==> src/rtl/fetch_unit.sv <==
// fetch_unit -- instruction fetch stage of the RV32I pipeline.
//
// Holds the fetch PC and chooses the next PC from the execute redirect, a stall,
// or a BTB-backed prediction. Without any of these the next PC is pc+4. It also
// fills the IF/ID pipeline register that decode reads.
//
// Ports:
//   clk, rst            clock; synchronous active-high reset
//   stall_ip            hold PC and IF/ID
//   redirect_ip         refetch from redirect_pc_ip and flush IF/ID (overrides stall)
//   redirect_pc_ip      corrected next PC (word aligned on load)
//   ex_update_ip        resolved branch in execute this cycle
//   ex_pc_ip            PC of the resolved branch
//   ex_taken_ip         actual direction
//   ex_target_ip        actual target
//   prediction_ip       2-bit predictor direction for if_pc_op (same cycle)
//   imem_rdata_ip       instruction word at imem_addr_op (combinational read)
//   if_pc_op            current fetch PC
//   imem_addr_op        same as if_pc_op
//   id_valid_op         IF/ID holds a valid instruction
//   id_pc_op            IF/ID instruction PC
//   id_instr_op         IF/ID instruction word
//   id_pred_taken_op    fetch predicted taken
//   id_pred_target_op   next PC chosen by fetch
module fetch_unit #(
  parameter logic [31:0] RESET_PC  = 32'h0000_0000,
  parameter int          BTB_IDX_W = 4
) (
  input  logic        clk,
  input  logic        rst,
  input  logic        stall_ip,
  input  logic        redirect_ip,
  input  logic [31:0] redirect_pc_ip,
  input  logic        ex_update_ip,
  input  logic [31:0] ex_pc_ip,
  input  logic        ex_taken_ip,
  input  logic [31:0] ex_target_ip,
  input  logic        prediction_ip,
  input  logic [31:0] imem_rdata_ip,
  output logic [31:0] if_pc_op,
  output logic [31:0] imem_addr_op,
  output logic        id_valid_op,
  output logic [31:0] id_pc_op,
  output logic [31:0] id_instr_op,
  output logic        id_pred_taken_op,
  output logic [31:0] id_pred_target_op
);

  localparam int TAG_W   = 32 - BTB_IDX_W - 2;
  localparam int N_ENTRY = 1 << BTB_IDX_W;

  logic [31:0]          pc;
  logic [N_ENTRY-1:0]   btb_valid;
  logic [TAG_W-1:0]     btb_tag [N_ENTRY];
  logic [29:0]          btb_tgt [N_ENTRY];

  logic [BTB_IDX_W-1:0] rd_idx;
  logic [BTB_IDX_W-1:0] wr_idx;
  logic                 hit;
  logic                 pred_hit;
  logic [31:0]          seq_pc;
  logic [31:0]          next_pc;
  logic                 btb_wr;

  assign if_pc_op     = pc;
  assign imem_addr_op = pc;

  // Lookup reads the registered arrays, so a same-cycle update is not seen
  // until the following cycle.
  assign rd_idx   = pc[BTB_IDX_W+1:2];
  assign hit      = btb_valid[rd_idx] && (btb_tag[rd_idx] == pc[31:BTB_IDX_W+2]);
  assign pred_hit = prediction_ip && hit;
  assign seq_pc   = pc + 32'd4;
  assign next_pc  = pred_hit ? {btb_tgt[rd_idx], 2'b00} : seq_pc;

  assign wr_idx = ex_pc_ip[BTB_IDX_W+1:2];
  assign btb_wr = ex_update_ip && ex_taken_ip;

  always_ff @(posedge clk) begin
    if (rst) begin
      pc                <= RESET_PC;
      id_valid_op       <= 1'b0;
      id_pc_op          <= 32'h0;
      id_instr_op       <= 32'h0;
      id_pred_taken_op  <= 1'b0;
      id_pred_target_op <= 32'h0;
    end else if (redirect_ip) begin
      pc          <= {redirect_pc_ip[31:2], 2'b00};
      id_valid_op <= 1'b0;
    end else if (!stall_ip) begin
      pc                <= next_pc;
      id_valid_op       <= 1'b1;
      id_pc_op          <= pc;
      id_instr_op       <= imem_rdata_ip;
      id_pred_taken_op  <= pred_hit;
      id_pred_target_op <= next_pc;
    end
  end

  // Only the valid bits need reset; tag/target are qualified by valid.
  always_ff @(posedge clk) begin
    if (rst) begin
      btb_valid <= '0;
    end else if (btb_wr) begin
      btb_valid[wr_idx] <= 1'b1;
    end
  end

  always_ff @(posedge clk) begin
    if (!rst && btb_wr) begin
      btb_tag[wr_idx] <= ex_pc_ip[31:BTB_IDX_W+2];
      btb_tgt[wr_idx] <= ex_target_ip[31:2];
    end
  end

endmodule

==> config.mk <==
export PLATFORM = sky130hd
export DESIGN_NAME = fetch_unit
export DESIGN_NICKNAME = d
export VERILOG_FILES = /design/src/rtl/fetch_unit.sv
export SDC_FILE = /design/constraint.sdc
export NUM_CORES = 1
export LEC_CHECK = 0
export CAP_MARGIN = 20
export CORE_ASPECT_RATIO = 1.25
export CORE_MARGIN = 2
export CORE_UTILIZATION = 34
export DETAILED_ROUTE_END_ITERATION = 8
export PLACE_DENSITY = 0.49
export SYNTH_ARGS = -nofsm -noshare
export SYNTH_HDL_FRONTEND = slang
export SYNTH_SLANG_ARGS = --single-unit
==> constraint.sdc <==
create_clock -name clk -period 11.4 [get_ports clk]
set_input_delay 3.42 -clock clk [delete_from_list [all_inputs] [get_ports clk]]
set_output_delay 3.42 -clock clk [all_outputs]
set_load 0.05 [all_outputs]
==> flow_summary_export.csv <==
group,metric,value,unit
timing,period_needed,6.06,ns
yosys,synthAdderAreaFrac,0.000307,
global_route,track_usage,0.192,
worst_setup_path,cpPeakStageDelay,0.94,ns
final_layout,nets,2601,
final_layout,area_growth,19.7,%
die,ios,297,
global_route,antenna_found_initial,15,
yosys,ys_async_sr_fraction,0,
yosys,synthXorXnorAreaFrac,0.0118,
worst_setup_path,critPathLaunchType,"input port",
final_layout,finish.instance_area,48800,sq um
clock_network,ctsHoldBuffers,0,
global_route,grt_max_degree,131,
final_layout,layout_common_cells,"edfxtp_1, clkdlybuf4s50_1, mux4_2",
worst_setup_path,crit_required,11.71,ns
die,fp.dieW,314,microns
final_layout,stdcell_count,4137,
worst_setup_path,crit_path_max_fanout,36,
placement,dpl.hpwl,68.3,mm
timing,final-setup-viol-count,0,
timing,rsz0062_at_grt,"false",
yosys,synth_top_area_share,0.660,
outcome,status,"complete, no violations",
die,core,119000,sq um
run,maxCapViolCount,0,
die,die_y,391,microns
global_route,grt_pass1_wl,167,mm
route,antenna_left,0,
timing,timing.hold.ws,0.456,ns
timing,setup_ws,5.34,ns
final_layout,drive_gt1_frac,0.198,
yosys,syn_inst,2185,
final_layout,fillerInstances,10700,
worst_setup_path,critical_path_arrival,6.38,ns
route,dr.pass1.iters,5,
route,wl_per_cell,28.7,microns
timing,max_freq,0.165,GHz
timing,worst_slew_pin_slew,1.26,ns
timing,hold_viol_final,0,
worst_setup_path,path_class,"input port to flop",
placement,port-buffer-count,290,
clock_network,cts_setup_buffers,0,
placement,place.gp.congestion,0.840,
global_route,overflow,0,
global_route,grt_pass1_vias,22200,
yosys,synth_top_cell_by_area,"edfxtp_1",
clock_network,clkLatencyLatePin,0.70,ns
placement,post-place-ws,4.58,ns
timing,drv_slew,0,
worst_setup_path,crit_path_end_kind,"flop",
worst_setup_path,crit_chain,"clkdlybuf4s50_1 -> nand3b_1 -> nor2_1 -> nand2_1 -> nor2_4 -> buf_4",
die,start_util,0.341,
clock_network,cts-root-buf,"clkbuf_16",
timing,skew,0.0237,ns
yosys,synth_area_leaders,"edfxtp_1, mux4_2, dfxtp_1, mux2i_1, nand2_1",
clock_network,clkTransAtPathRegs,0.06,ns
placement,dpl.cell_count,3945,
final_layout,final_common_cell,"edfxtp_1",
route,drc,0,
power,peakVddDrop,133,uV
route,via_per_inst,5.25,
yosys,synth-seq-area-share,0.734,
yosys,synth_top_family_by_area,"multiplexers",
yosys,synth_flop_cell,"edfxtp_1",
power,p_total,8.40,mW
worst_setup_path,cp_slowest_cell,"nor2_4",
yosys,synth-simple-area-share,0.0366,
route,routed_wl,119,mm
yosys,synth_area,40700,sq um
timing,tns,0,ns
yosys,syn_avg_cell_area,18.6,sq um
yosys,synth_cell_type_count,63,
power,cellPowerDensity,172,nW/um^2
clock_network,clk_path_buf_depth,3,
final_layout,utilization,0.409,
yosys,synth_fp_nets,2321,
placement,placed_area,45400,sq um
clock_network,cts_resized,0,
yosys,synth_edf_count,896,
clock_network,cts_tree,"built",
power,power.leakage,15.0,nW
worst_hold_path,hold_class,"flop to flop",
clock_network,clock_sinks,1046,
route,drt_iter0_drc,1930,
die,die-area,123000,sq um
timing,slew_headroom,0.159,
yosys,synthMuxAreaShare,0.157,
clock_network,cts_made_buffers,102,
yosys,ys_warn_count,0,
route,vias,21700,
yosys,synth_compound_area_frac,0.0352,
clock_network,htree_levels,3,
die,rows,142,
yosys,synth_seq_cells,1046,
timing,min_period_over_period,0.532,
==> routing by layer <==
| layer | GRT usage | vias to the layer above | routed length (microns) |
|---|---|---|---|
| li1 | - | 9243 | - |
| met5 | 0 | - | 95 |
| met4 | 0.0608 | 14 | 2920 |
| met3 | 0.0313 | 162 | 7230 |
| met2 | 0.323 | 774 | 58600 |
| met1 | 0.254 | 11500 | 49700 |
==> final cells by class <==
class                   count  area [sq um]  area share
repair buffers            347          3350      0.0687
clock inverters            70           779      0.0160
clock buffers             119          2650      0.0542
flip-flops and latches   1046         29900       0.613
diodes                      3          7.51    0.000154
well taps                1584          1980      0.0406
inverters                  31           118     0.00241
multi-input cells         937          9980       0.205
==> final timing paths <==
check,startpoint,endpoint,slack (ns),cells after the start
max,ex_taken_ip,btb_tgt[4][20]$_DFFE_PP_,5.34,6
min reg2reg,id_pred_taken_op$_SDFFE_PP0P_,id_pred_taken_op$_SDFFE_PP0P_,0.46,2
max reg2reg,flop,id_pred_target_op[22]$_SDFFE_PP0P_,6.09,11
min,id_pred_taken_op$_SDFFE_PP0P_,id_pred_taken_op$_SDFFE_PP0P_,0.46,2
==> sequential cells by signal, summed over array words and instances (netlist names), named ones only <==
register	flops
btb_tgt	480
btb_tag	416
id_instr_op	32
id_pc_op	32
id_pred_target_op	32
if_pc_op	32
btb_valid	16
id_pred_taken_op	1
id_valid_op	1
==> synthesized netlist by cell type (all sizes together) (8+ instances only) <==
master and count:
xor2 23, xnor2 32, nand3 15, edfxtp 896, clkbuf 85, a211oi 15
mux4 248, a21oi 70, inv 30, nand4 10, dfxtp 150, mux2i 71
mux2 8, o22ai 26, a22oi 33, nand2 165, o21ai 53, nor3 8
buf 86, nand3b 18, nor2 63, nor2b 9
==> report_power, final <==
group / internal (mW) / leakage (nW) / switching, mW
Sequential: 4.19 / 9.29 / 0.0519
Combinational: 0.278 / 4.08 / 0.402
Clock: 2.01 / 1.66 / 1.47
Total: 6.48 / 15.0 / 1.92
==> critical path: cells and delay by family <==
kind	cells	cell delay, ns
buffers and inverters	2	1.27
AND/OR/NAND/NOR	4	1.53
==> logic make-up after synthesis <==
logic type | after synthesis
flops | 1046
mux | 327
simple gates | 324
compound gates | 230
buf+inv | 202
xor+xnor | 55
fa+ha+maj | 1
(Power assumes the default switching activity.)
